### src/rtl/nn_driver_pkg.sv
// Shared definitions for the nn driver: FSM encoding, default latencies and
// the fixed values the driver captures or resets to.
package nn_driver_pkg;

  typedef enum logic [1:0] {
    D_IDLE  = 2'd0,
    D_ISSUE = 2'd1,
    D_WAIT  = 2'd2,
    D_HOLD  = 2'd3
  } drv_state_e;

  localparam int unsigned FIRST_LATENCY_DEF = 16;
  localparam int unsigned RUN_LATENCY_DEF   = 5;
  localparam int unsigned CNT_W             = 16;

  localparam logic [31:0] OVF_VALUE = 32'hFFFF_FFFF;
  localparam logic [2:0]  STAGE_RST = 3'b111;

endpackage

### src/rtl/nn_drv_fifo.sv
// Synchronous FIFO holding queued input pairs; pointers carry an extra wrap
// bit so full and empty are distinguishable without an occupancy counter.
module nn_drv_fifo #(
  parameter int unsigned WIDTH = 64,
  parameter int unsigned DEPTH = 4
) (
  input  logic             clk,
  input  logic             resetn,
  input  logic             push,
  input  logic             pop,
  input  logic [WIDTH-1:0] wdata,
  output logic [WIDTH-1:0] rdata,
  output logic             full,
  output logic             empty
);

  localparam int unsigned AW = $clog2(DEPTH);
  localparam logic [AW:0] PTR_ONE = {{AW{1'b0}}, 1'b1};

  logic [WIDTH-1:0] mem_q [DEPTH];
  logic [AW:0]      wr_ptr_q;
  logic [AW:0]      rd_ptr_q;
  logic             do_push;
  logic             do_pop;

  assign empty   = (wr_ptr_q == rd_ptr_q);
  assign full    = (wr_ptr_q[AW] != rd_ptr_q[AW]) &&
                   (wr_ptr_q[AW-1:0] == rd_ptr_q[AW-1:0]);
  assign do_push = push && !full;
  assign do_pop  = pop && !empty;
  assign rdata   = mem_q[rd_ptr_q[AW-1:0]];

  always_ff @(posedge clk) begin
    if (!resetn) begin
      wr_ptr_q <= '0;
      rd_ptr_q <= '0;
    end else begin
      if (do_push) wr_ptr_q <= wr_ptr_q + PTR_ONE;
      if (do_pop)  rd_ptr_q <= rd_ptr_q + PTR_ONE;
    end
  end

  // Storage needs no reset; the pointers define which entries are live.
  always_ff @(posedge clk) begin
    if (do_push) mem_q[wr_ptr_q[AW-1:0]] <= wdata;
  end

endmodule

### src/rtl/nn_driver.sv
// Drives a fixed-latency nn block: queues input pairs, issues one run at a
// time, waits the known latency and holds the captured result until accepted.
module nn_driver
  import nn_driver_pkg::*;
#(
  parameter int unsigned FIRST_LATENCY = FIRST_LATENCY_DEF,
  parameter int unsigned RUN_LATENCY   = RUN_LATENCY_DEF,
  parameter int unsigned FIFO_DEPTH    = 4
) (
  input  logic        clk,
  input  logic        resetn,
  input  logic        in_valid,
  output logic        in_ready,
  input  logic [31:0] in_a,
  input  logic [31:0] in_b,
  output logic [31:0] nn_input_1,
  output logic [31:0] nn_input_2,
  output logic        nn_enable,
  input  logic [31:0] nn_final_output,
  input  logic        nn_total_ovf,
  input  logic        nn_total_zero,
  input  logic [2:0]  nn_ovf_stage,
  input  logic [2:0]  nn_zero_stage,
  output logic        out_valid,
  input  logic        out_ready,
  output logic [31:0] out_data,
  output logic        out_ovf,
  output logic        out_zero,
  output logic [2:0]  out_ovf_stage,
  output logic [2:0]  out_zero_stage,
  output logic [15:0] run_count,
  output logic        busy
);

  localparam logic [CNT_W-1:0] FIRST_LOAD = CNT_W'(FIRST_LATENCY - 1);
  localparam logic [CNT_W-1:0] RUN_LOAD   = CNT_W'(RUN_LATENCY - 1);

  drv_state_e       state_q, state_d;
  logic [CNT_W-1:0] cnt_q, cnt_d;
  logic             first_done_q;
  logic [31:0]      in1_q, in2_q;
  logic             out_valid_q;
  logic [31:0]      out_data_q;
  logic             out_ovf_q, out_zero_q;
  logic [2:0]       out_ovf_stage_q, out_zero_stage_q;
  logic [15:0]      run_count_q;

  logic             fifo_full, fifo_empty, fifo_push, fifo_pop;
  logic [63:0]      fifo_rdata;
  logic             capture, accept;

  assign in_ready  = !fifo_full;
  assign fifo_push = in_valid && in_ready;

  nn_drv_fifo #(
    .WIDTH (64),
    .DEPTH (FIFO_DEPTH)
  ) u_fifo (
    .clk    (clk),
    .resetn (resetn),
    .push   (fifo_push),
    .pop    (fifo_pop),
    .wdata  ({in_a, in_b}),
    .rdata  (fifo_rdata),
    .full   (fifo_full),
    .empty  (fifo_empty)
  );

  always_comb begin
    state_d  = state_q;
    cnt_d    = cnt_q;
    fifo_pop = 1'b0;
    capture  = 1'b0;
    accept   = 1'b0;
    unique case (state_q)
      D_IDLE: begin
        if (!fifo_empty) begin
          fifo_pop = 1'b1;
          state_d  = D_ISSUE;
        end
      end
      D_ISSUE: begin
        // Counter ends at zero in the last cycle of the latency window.
        cnt_d   = first_done_q ? RUN_LOAD : FIRST_LOAD;
        state_d = D_WAIT;
      end
      D_WAIT: begin
        if (cnt_q == '0) begin
          capture = 1'b1;
          state_d = D_HOLD;
        end else begin
          cnt_d = cnt_q - 1'b1;
        end
      end
      D_HOLD: begin
        if (out_ready) begin
          accept  = 1'b1;
          state_d = D_IDLE;
        end
      end
      default: state_d = D_IDLE;
    endcase
  end

  always_ff @(posedge clk) begin
    if (!resetn) begin
      state_q          <= D_IDLE;
      cnt_q            <= '0;
      first_done_q     <= 1'b0;
      in1_q            <= '0;
      in2_q            <= '0;
      out_valid_q      <= 1'b0;
      out_data_q       <= '0;
      out_ovf_q        <= 1'b0;
      out_zero_q       <= 1'b0;
      out_ovf_stage_q  <= STAGE_RST;
      out_zero_stage_q <= STAGE_RST;
      run_count_q      <= '0;
    end else begin
      state_q <= state_d;
      cnt_q   <= cnt_d;
      if (fifo_pop) begin
        in1_q <= fifo_rdata[63:32];
        in2_q <= fifo_rdata[31:0];
      end
      if (capture) begin
        out_valid_q      <= 1'b1;
        out_data_q       <= nn_total_ovf ? OVF_VALUE : nn_final_output;
        out_ovf_q        <= nn_total_ovf;
        out_zero_q       <= nn_total_zero;
        out_ovf_stage_q  <= nn_ovf_stage;
        out_zero_stage_q <= nn_zero_stage;
        first_done_q     <= 1'b1;
      end
      if (accept) begin
        out_valid_q <= 1'b0;
        run_count_q <= run_count_q + 16'd1;
      end
    end
  end

  assign nn_enable      = (state_q == D_ISSUE);
  assign busy           = (state_q != D_IDLE);
  assign nn_input_1     = in1_q;
  assign nn_input_2     = in2_q;
  assign out_valid      = out_valid_q;
  assign out_data       = out_data_q;
  assign out_ovf        = out_ovf_q;
  assign out_zero       = out_zero_q;
  assign out_ovf_stage  = out_ovf_stage_q;
  assign out_zero_stage = out_zero_stage_q;
  assign run_count      = run_count_q;

endmodule
### config.mk
export PLATFORM = sky130hd
export DESIGN_NAME = nn_driver
export DESIGN_NICKNAME = d
export VERILOG_FILES = /design/src/rtl/nn_driver_pkg.sv /design/src/rtl/nn_drv_fifo.sv /design/src/rtl/nn_driver.sv
export SDC_FILE = /design/constraint.sdc
export NUM_CORES = 1
export LEC_CHECK = 0
export ABC_AREA = 0
export CAP_MARGIN = 20
export CORE_MARGIN = 2
export CORE_UTILIZATION = 40
export DETAILED_ROUTE_END_ITERATION = 10
export GPL_TIMING_DRIVEN = 0
export SYNTH_ARGS = -nofsm -noshare
export SYNTH_HDL_FRONTEND = slang
export SYNTH_SLANG_ARGS = --single-unit
export TNS_END_PERCENT = 100
### constraint.sdc
create_clock -name clk -period 2.9 [get_ports clk]
set_clock_uncertainty 0.1 [all_clocks]
set_input_delay 0.58 -clock clk [delete_from_list [all_inputs] [get_ports clk]]
set_output_delay 0.58 -clock clk [all_outputs]
set_load 0.005 [all_outputs]
Yosys cells after proc, flatten, opt, wreduce, memory -nomap -nowiden
Memories as Yosys holds them, arrays and structs flattened. A register that Yosys moved wholly into a read port is not among the register bits.
Cells that the tools add are included.
{ "classes": {"n_mux": 16, "add_sub_neg": 4, "n_shift": 0, "eq_ne": 10, "div_mod_pow": 0, "bitwise": 1, "n_mul": 0, "order_cmp": 0, "n_reduce_logical": 14} }
{ "ops": {"columns": ["operator", "n"], "rows": [
  ["$mux W32", 1],
  ["$pmux W16 S2", 1],
  ["$add A16 B1 Y16 const B", 1],
  ["$logic_not A16 Y1", 1],
  ["$mux W16", 1],
  ["$sub A16 B1 Y16 const B", 1],
  ["$mux W1", 8],
  ["$ne A2 B2 Y1 const B", 4],
  ["$pmux W2 S4", 1],
  ["$add A3 B1 Y3 const B", 2],
  ["$mux W2", 3],
  ["$eq A2 B2 Y1 const B", 2],
  ["$logic_and A1 B1 Y1", 4],
  ["$mux W4", 1],
  ["$reduce_bool A2 Y1", 2],
  ["$eq A3 B3 Y1", 1],
  ["$logic_not A1 Y1", 3],
  ["$reduce_and A3 Y1", 1],
  ["$eq A2 B1 Y1 const B", 1],
  ["$eq A2 B2 Y1", 1],
  ["$logic_not A2 Y1", 1],
  ["$reduce_and A2 Y1", 1],
  ["$reduce_or A2 Y1", 1],
  ["$ne A1 B1 Y1", 1],
  ["$not A1 Y1", 1]
]} }
{ "totals": {"latchBits": 0, "romBits": 0, "ff_bits": 82, "output_inout_bits": 124, "inputBits": 108, "elab_cells": 58, "ramBits": 256, "n_memories": 1} }
{ "memory_table": {"columns": ["name", "words", "word_bits", "rd", "rd_ports_with_merged_regs", "write_ports", "line_no", "rtl"], "rows": [
  ["u_fifo.mem_q", 4, 64, 1, 1, 1, "nn_drv_fifo.sv:20", "logic [WIDTH-1:0] mem_q [DEPTH];"]
]} }

Logic depth before layout (Yosys ltp)
Gate-level depths: netlist of the first run.
{ "depth": {"word_depth": 7, "depth_mapped": 8} }

By module
A second synthesis of the first run with hierarchy kept.
{ "unflattened": {"cells_unflattened": 1078, "area_unflattened_um2": 15498.6} }
{ "by_module_without_submodules": {"columns": ["module", "instances", "cells_per_inst", "area_each_um2"], "rows": [
  ["nn_drv_fifo", 1, 402, 9768.1],
  ["nn_driver", 1, 676, 5730.5]
]} }

Least setup slack after synthesis of the first run
No wires, ideal clock.
{ "synth_path": {"path_type": "flip-flop to flip-flop", "startpoint": "reg u_fifo.wr_ptr_q[1]", "endpoint": "mem u_fifo.mem_q[0][0] (enable)", "path_buffers": 0, "slack_ps": -176, "period_less_slack_ps": 3076, "t_arrival_ps": 2547, "path_stages_with_launch": 5, "path_cell_list": "dfxtp_1 xor2_1 nor2_1 a21boi_0 and2_1"} }
{ "synth_via": {"elab_chain_len": 7} }
{ "synth_rtl": {"columns": ["item", "line_no", "rtl"], "rows": [
  ["start: declaration", "nn_drv_fifo.sv:21", "logic [AW:0] wr_ptr_q;"],
  ["start signal: assignment", "nn_drv_fifo.sv:38", "if (do_push) wr_ptr_q <= wr_ptr_q + PTR_ONE;"],
  ["$eq A2 B2 Y1", "nn_drv_fifo.sv:28", "(wr_ptr_q[AW-1:0] == rd_ptr_q[AW-1:0]);"],
  ["$logic_and A1 B1 Y1", "nn_drv_fifo.sv:27", "assign full = (wr_ptr_q[AW] != rd_ptr_q[AW]) &&"],
  ["$logic_not A1 Y1", "nn_drv_fifo.sv:29, nn_driver.sv:52", null],
  ["$logic_and A1 B1 Y1", "nn_driver.sv:53", "assign fifo_push = in_valid && in_ready;"],
  ["$logic_and A1 B1 Y1", "nn_drv_fifo.sv:29", "assign do_push = push && !full;"],
  ["$mux W1", "nn_drv_fifo.sv:45", "if (do_push) mem_q[wr_ptr_q[AW-1:0]] <= wdata;"],
  ["$mux W1 (implied by the code)", "nn_drv_fifo.sv:45", null],
  ["end: declaration", "nn_drv_fifo.sv:20", null]
]} }
Parallel ways exist; a longest one is shown, timed or not.

Worst setup path after layout of the first run
{ "layout_path": {"startpoint": "reg u_fifo.wr_ptr_q[1]", "endpoint": "out in_ready"} }
{ "layout_via": {"elab_chain_len": 3} }
{ "layout_rtl": {"columns": ["item", "line_no", "rtl"], "rows": [
  ["$eq A2 B2 Y1", "nn_drv_fifo.sv:28", null],
  ["$logic_and A1 B1 Y1", "nn_drv_fifo.sv:27", null],
  ["$logic_not A1 Y1", "nn_driver.sv:52", "assign in_ready = !fifo_full;"],
  ["end: declaration", "nn_driver.sv:13", "output logic in_ready,"]
]} }
No other way between the ends.

==> results of run 1 <==
## cell families after synthesis
| kind of cell | count (synthesis) |
|---|---|
| compound gates | 193 |
| xor+xnor | 16 |
| simple gates | 286 |
| mux | 73 |
| buf+inv | 77 |
| fa+ha+maj | 11 |
| flops | 402 |
## power breakdown
part / internal, mW / switching, mW
Combinational: 2.42 / 2.74
Clock: 3.26 / 2.22
Sequential: 6.91 / 0.453
## sequential cells by signal, summed over array words and instances (netlist names), 3 cells and up
signal           flops
out_data            32
out_ovf_stage        3
nn_input_2          32
run_count           16
cnt_q               16
u_fifo.rd_ptr_q      3
out_zero_stage       3
u_fifo.wr_ptr_q      3
nn_input_1          32
u_fifo.mem_q       256
## final timing paths
path	slack [ps]	to	cells past startpoint
max reg2reg	240	cnt_q[3]	7
max	180	in_ready	4
min reg2reg	350	nn_input_1[3]	2
min	350	nn_input_1[3]	2
## worst max-delay path, stage by stage (launching register included)
cell and delay (ps):
sky130_fd_sc_hd__dfxtp_1 460, sky130_fd_sc_hd__xor2_2 250, sky130_fd_sc_hd__nor2_1 120, sky130_fd_sc_hd__nand2_1 120, sky130_fd_sc_hd__clkdlybuf4s50_1 540
## layout by cell type (no fill, tap or decap), drive strengths merged, types with 6 or more instances in the layout
| master | instances |
|---|---|
| xor2 | 11 |
| ha | 11 |
| nor2 | 54 |
| dfxtp | 146 |
| clkinv | 13 |
| nand3 | 23 |
| inv | 14 |
| o311ai | 6 |
| clkbuf | 100 |
| mux2i | 8 |
| buf | 27 |
| a21oi | 112 |
| or4 | 11 |
| edfxtp | 256 |
| mux4 | 64 |
| clkdlybuf4s50 | 230 |
| or3 | 10 |
| o21ai | 13 |
| o31ai | 9 |
| nand2 | 153 |
| a211oi | 35 |
## cell type report
type                       instances  area [µm²]  share of cell area, %
buffer                            64       270.3                  1.371
timing repair buffer             234        2412                  12.24
clock inverter                    20       225.2                  1.143
clock buffer                      59        1197                  6.076
tap                              511       639.4                  3.244
sequential                       402       10610                  53.84
inverter                          13       51.30                 0.2603
antenna                            2       5.005                0.02540
multi-input combinational        579        4297                  21.80
## routing by layer
metal,track usage [%],share of wire (%)
met1,23.62,43
met2,30.72,47
met4,5.777,2.5
met5,0,0.074
met3,5.561,7.4
## what timing repair did
item,CTS,global route
hold buffers,0,0
endpoints found under the setup margin,0,37
resized for setup,0,5
## per-stage QoR
step / hold slack (ps) / setup TNS, ps
floorplan: 342.4 / 0
global placement: 342.3 / -214800
detailed placement: 346.1 / -14720
CTS: 313.5 / 0
global route: 371.6 / 0
finish: 351.6 / 0
==> reports/results.tsv, run 1 <==
metric	value	unit
pin count of the biggest net entering global routing	46	
leading register cell type out of synthesis	sky130_fd_sc_hd__edfxtp_1	
Sinks on Clock Net	402	
RSZ-0062 raised after global routing	false	
I/O pin count	232	
leakage power figure	6.489	nW
layout cells sized above 1	11.82	%
vias after detailed routing	9658	
post-DR vias/cell	5.126	
final worst path period share	93.91	%
worst voltage drop across the vdd grid	0.5190	mV
Power Total	18.01	mW
area added between synthesis and finish	29.68	%
antenna-violating nets left	0	
xor-xnor portion of the synthesized cell area	0.9221	%
number of antenna violations at the first check in global routing	5	
site row count	71	
Post-Syn Nets	1177	
routability-driven placement congestion ratio	0.8428	
Max Cap Viol	0	
main combinational cell family by area after synthesis	multiplexers	
Root Buffer Master	sky130_fd_sc_hd__clkbuf_16	
fraction of registers with async set or reset after synthesis	0	%
Critical Path Sink Type	output pin	
vias in the first global route	9767	
maximum level of the CTS H-tree	2	
launching instance or port of the critical path	u_fifo.wr_ptr_q[1]	
simple logic cell fraction of the synthesized area	8.595	%
Total Die Area	39570	µm²
drt drc	0	
worst reg2reg startpoint	cnt_q[0]	
average detailed-routed wire length per instance	19.39	µm
largest cells by area after synthesis	sky130_fd_sc_hd__edfxtp_1 51%, sky130_fd_sc_hd__dfxtp_1 19%, sky130_fd_sc_hd__mux4_2 9.5%	
initial core utilization	40.44	%
share of synthesized cell area in full adder, half adder and majority cells	0.9056	%
startpoint of the most critical hold path	nn_input_1[3]	
Cell variety after synth	53	
cell type with the highest aggregate area in the netlist	sky130_fd_sc_hd__edfxtp_1	
core outline area	37580	µm²
most instantiated library cell after synthesis	sky130_fd_sc_hd__edfxtp_1	
width of the chip	198.9	µm
residual overflow from global routing	0	
synthesized area per cell	14.36	µm²
placement-stage cell area	18260	µm²
clock buffer count from CTS	43	
layout filler cell count	3278	
data arrival time at the worst-slack endpoint	2040	ps
clock tree from TritonCTS	done	
detailed placement HPWL	23.87	mm
worst rel slew slack	34.93	%
latest clock arrival within the worst-skew pair	560	ps
Final WS setup	176.7	ps
actual slew at the worst max-slew pin	976.0	ps
crit-path max FO	5	
flip-flop and latch count after synthesis	402	
final non-filler cell total	1884	
Post-Synthesis Cell Area	15200	µm²
drt initial violations	507	
wire length of the first global-routing pass	55.48	mm
Routed WL	36.53	mm
cell count after placement	1803	
final cell area excluding filler cells	19710	µm²
number of input and output port buffers inserted	230	
status	finished clean	
fraction of the core area covered by cells at the end of the flow	52.45	%
endpoint required time on the critical path	2220	ps
startpoint class of the critical path	flip-flop	
post-synthesis mux area share	10.09	%
overall routing resource usage	18.60	%
final count of hold timing violations	0	
power density over the cells	913.6	nW/µm²
number of nets at the end of the flow	1456	
class of the tightest hold or removal check	flip-flop to flip-flop	
synth warn	0	
fraction of the yosys area taken by sequential cells	69.82	%
Setup violations, final	0	
number of buffers between clock root and the deepest sink	3	
Post-Place Setup Slack	-429.6	ps
Tmin final	2723	ps
first-pass detailed-route iteration total	4	
Yosys top cell area share	50.58	%
number of standard cells after synthesis	1058	
clock transition at the registers of the reported paths	60	ps
number of flops mapped to enable cells by yosys	256	
Max Clk Rate	367.2	MHz
CP Class	flip-flop to output pin	
chip height	198.9	µm
synth cell count leaders	256 x sky130_fd_sc_hd__edfxtp_1, 153 x sky130_fd_sc_hd__nand2_1, 146 x sky130_fd_sc_hd__dfxtp_1	
synthesized-area fraction occupied by ao, oa, aoi and oai cells	7.583	%
fin. max-slew vios	0	
Post-CTS Setup Inserts	0	
Power figures use the tool's default switching activity.
==> inputs of run 2 (changes only) <==
--- a/config.mk
+++ b/config.mk
@@ -11,6 +11,7 @@
 export CORE_UTILIZATION = 40
 export DETAILED_ROUTE_END_ITERATION = 10
 export GPL_TIMING_DRIVEN = 0
+export PLACE_DENSITY_LB_ADDON = 0.2
 export SYNTH_ARGS = -nofsm -noshare
 export SYNTH_HDL_FRONTEND = slang
 export SYNTH_SLANG_ARGS = --single-unit
==> constraint.sdc (replaced) <==
create_clock -name clk -period 2.61 [get_ports clk]
set_clock_uncertainty 0.1 [all_clocks]
set_input_delay 0.522 -clock clk [delete_from_list [all_inputs] [get_ports clk]]
set_output_delay 0.522 -clock clk [all_outputs]
set_load 0.005 [all_outputs]
==> run 2 against run 1 <==
  * Global-route usage is 0.14 points lower
  * Cell count hardly changed
  * Setup slack worse by 100 ps
  * Critical endpoint unchanged
  * Flip-flop and latch count stayed put
  * Core utilization is 0.31 points higher
  * Via count is 0.67% lower
  * Critical path depth stayed put
  * Largest power group unchanged
  * Die area stayed put
  * Sequential share of layout area is 0.29 points lower
  * Routed wire length is 0.31% lower
  * First-iteration DRC count is 13% lower
==> reports/results.tsv, run 2 (synthesized netlist as in run 1, its figures left out) <==
metric	value	unit	change
chip height	198.9	µm	unchanged
Sinks on Clock Net	402		unchanged
data arrival time at the worst-slack endpoint	1910	ps	-130 ps
layout filler cell count	3218		-1.8%
slowest stage delay, CP	520	ps	-20 ps
class of the tightest hold or removal check	input pin to flip-flop		
worst rel slew slack	40.15	%	+5.2 points
Total Die Area	39570	µm²	unchanged
worst voltage drop across the vdd grid	0.5759	mV	+11%
final worst path period share	97.06	%	
fin. max-slew vios	0		unchanged
clock tree from TritonCTS	done		
Max Cap Viol	0		unchanged
number of nets at the end of the flow	1458		+0.14%
placement-stage cell area	18290	µm²	+0.16%
I/O pin count	232		unchanged
wire length of the first global-routing pass	55.21	mm	-0.47%
count of buffering cells on the critical path with inverters included	1		unchanged
routability-driven placement congestion ratio	0.8334		-1.1%
core outline area	37580	µm²	unchanged
actual slew at the worst max-slew pin	897.7	ps	-78.32 ps
clock transition at the registers of the reported paths	60	ps	about the same
dominant delay contributor by cell family on the critical path	buffers and inverters		
average detailed-routed wire length per instance	19.32	µm	-0.37%
worst-path cell with the longest stage delay	sky130_fd_sc_hd__clkdlybuf4s50_1		
initial core utilization	40.44	%	unchanged
Critical Path Sink Type	output pin		
vias in the first global route	9591		-1.8%
critical path, cell by cell	xor2_4 -> nor2_2 -> nand2_1 -> clkdlybuf4s50_1		
RSZ-0062 raised after global routing	true		
commonest cells after routing, fill and taps aside	256 x sky130_fd_sc_hd__edfxtp_1, 230 x sky130_fd_sc_hd__clkdlybuf4s50_1, 153 x sky130_fd_sc_hd__nand2_1		
antenna-violating nets left	0		unchanged
Root Buffer Master	sky130_fd_sc_hd__clkbuf_16		
maximum level of the CTS H-tree	2		unchanged
layout cells sized above 1	13.54	%	+1.7 points
overall routing resource usage	18.47	%	-0.14 points
final count of hold timing violations	0		unchanged
startpoint class of the critical path	flip-flop		
final cell area excluding filler cells	19830	µm²	+0.60%
leading cell type in the layout, fill and taps excluded	sky130_fd_sc_hd__edfxtp_1		
first-pass detailed-route iteration total	5		+1
number of flip-flops in the largest register	256		unchanged
number of antenna violations at the first check in global routing	1		-4
site row count	71		unchanged
number of input and output port buffers inserted	230		unchanged
drt initial violations	442		-13%
drt drc	0		unchanged
CP Class	flip-flop to output pin		
leakage power figure	6.542	nW	+0.82%
detailed placement HPWL	23.97	mm	+0.45%
vias after detailed routing	9593		-0.67%
number of buffers between clock root and the deepest sink	3		unchanged
Tmin final	2533	ps	
endpoint required time on the critical path	1990	ps	-230 ps
pin count of the biggest net entering global routing	55		+20%
latest clock arrival within the worst-skew pair	560	ps	about the same
area added between synthesis and finish	30.45	%	
power density over the cells	1010	nW/µm²	+11%
Setup violations, final	0		unchanged
Ant. Diodes	0		-2
Max Clk Rate	394.8	MHz	
width of the chip	198.9	µm	unchanged
status	finished clean		
Power Total	20.03	mW	+11%
Routed WL	36.42	mm	-0.31%
post-DR vias/cell	5.089		-0.73%
residual overflow from global routing	0		unchanged
crit-path max FO	5		unchanged
clock buffer count from CTS	43		unchanged
[run 2: per-layer routing]
metal,GRT usage (%),vias to the layer above,part of all wire (%)
met2,31.64,268,48
met3,5.290,48,7.7
met1,23.09,4708,42
li1,-,4567,-
met5,0,-,0.036
met4,4.533,2,1.8
[run 2: report_power, final]
part,switching (mW),internal (mW)
combinational,3.04,2.75
sequential,0.513,7.68
clock,2.46,3.59
total,6.01,14.0
[run 2: path summary, 6_finish.rpt]
check / start / to / slack, ps / cells past startpoint
worst max-delay path: u_fifo.rd_ptr_q[0] / in_ready / 80 / 4
worst min-delay path: nn_total_ovf / out_data[0] / 310 / 3
worst max register to register: cnt_q[0] / out_data[9] / 170 / 8
worst min register to register: nn_input_1[10] / nn_input_1[10] / 350 / 2
[run 2: stage by stage]
stage	hold WS, ps	setup slack (ps)	util (%)	std cells	TNS (ps)
2_1_floorplan	342.4	143.3	-	1058	0
3_3_place_gp	341.9	-962.8	48.31	1799	-243430
3_5_place_dp	348.5	-537.6	48.67	1804	-39110
4_1_cts	288.4	-28.44	52.51	1884	-28.44
5_1_grt	318.6	-12.81	52.76	1885	-24.07
6_report	313.9	76.75	52.76	1885	0
[run 2: cell type report]
type	instances	area (µm²)	area share (%)
repair buffers	236	2440	12.31
multi-input cells	579	4372	22.05
plain buffers	64	299.0	1.508
clock buffers	65	1240	6.254
inverters	13	52.55	0.2651
well taps	511	639.4	3.225
flip-flops and latches	402	10620	53.54
clock inverters	15	167.7	0.8457
[run 2: worst min-delay path: cells and delay by family]
| family | cells | cell delay, ps |
|---|---|---|
| buffers and inverters | 1 | 180 |
| AOI/OAI and AO/OA | 1 | 70 |
| and+or+nand+nor | 1 | 140 |
[run 2: repair_timing]
action,4_1_cts,5_1_grt
setup endpoints to repair,68,114
endpoints found under the hold margin,0,0
resized for setup,11,35
hold buffers,0,0
buffers inserted,0,1
pin swaps,2,0
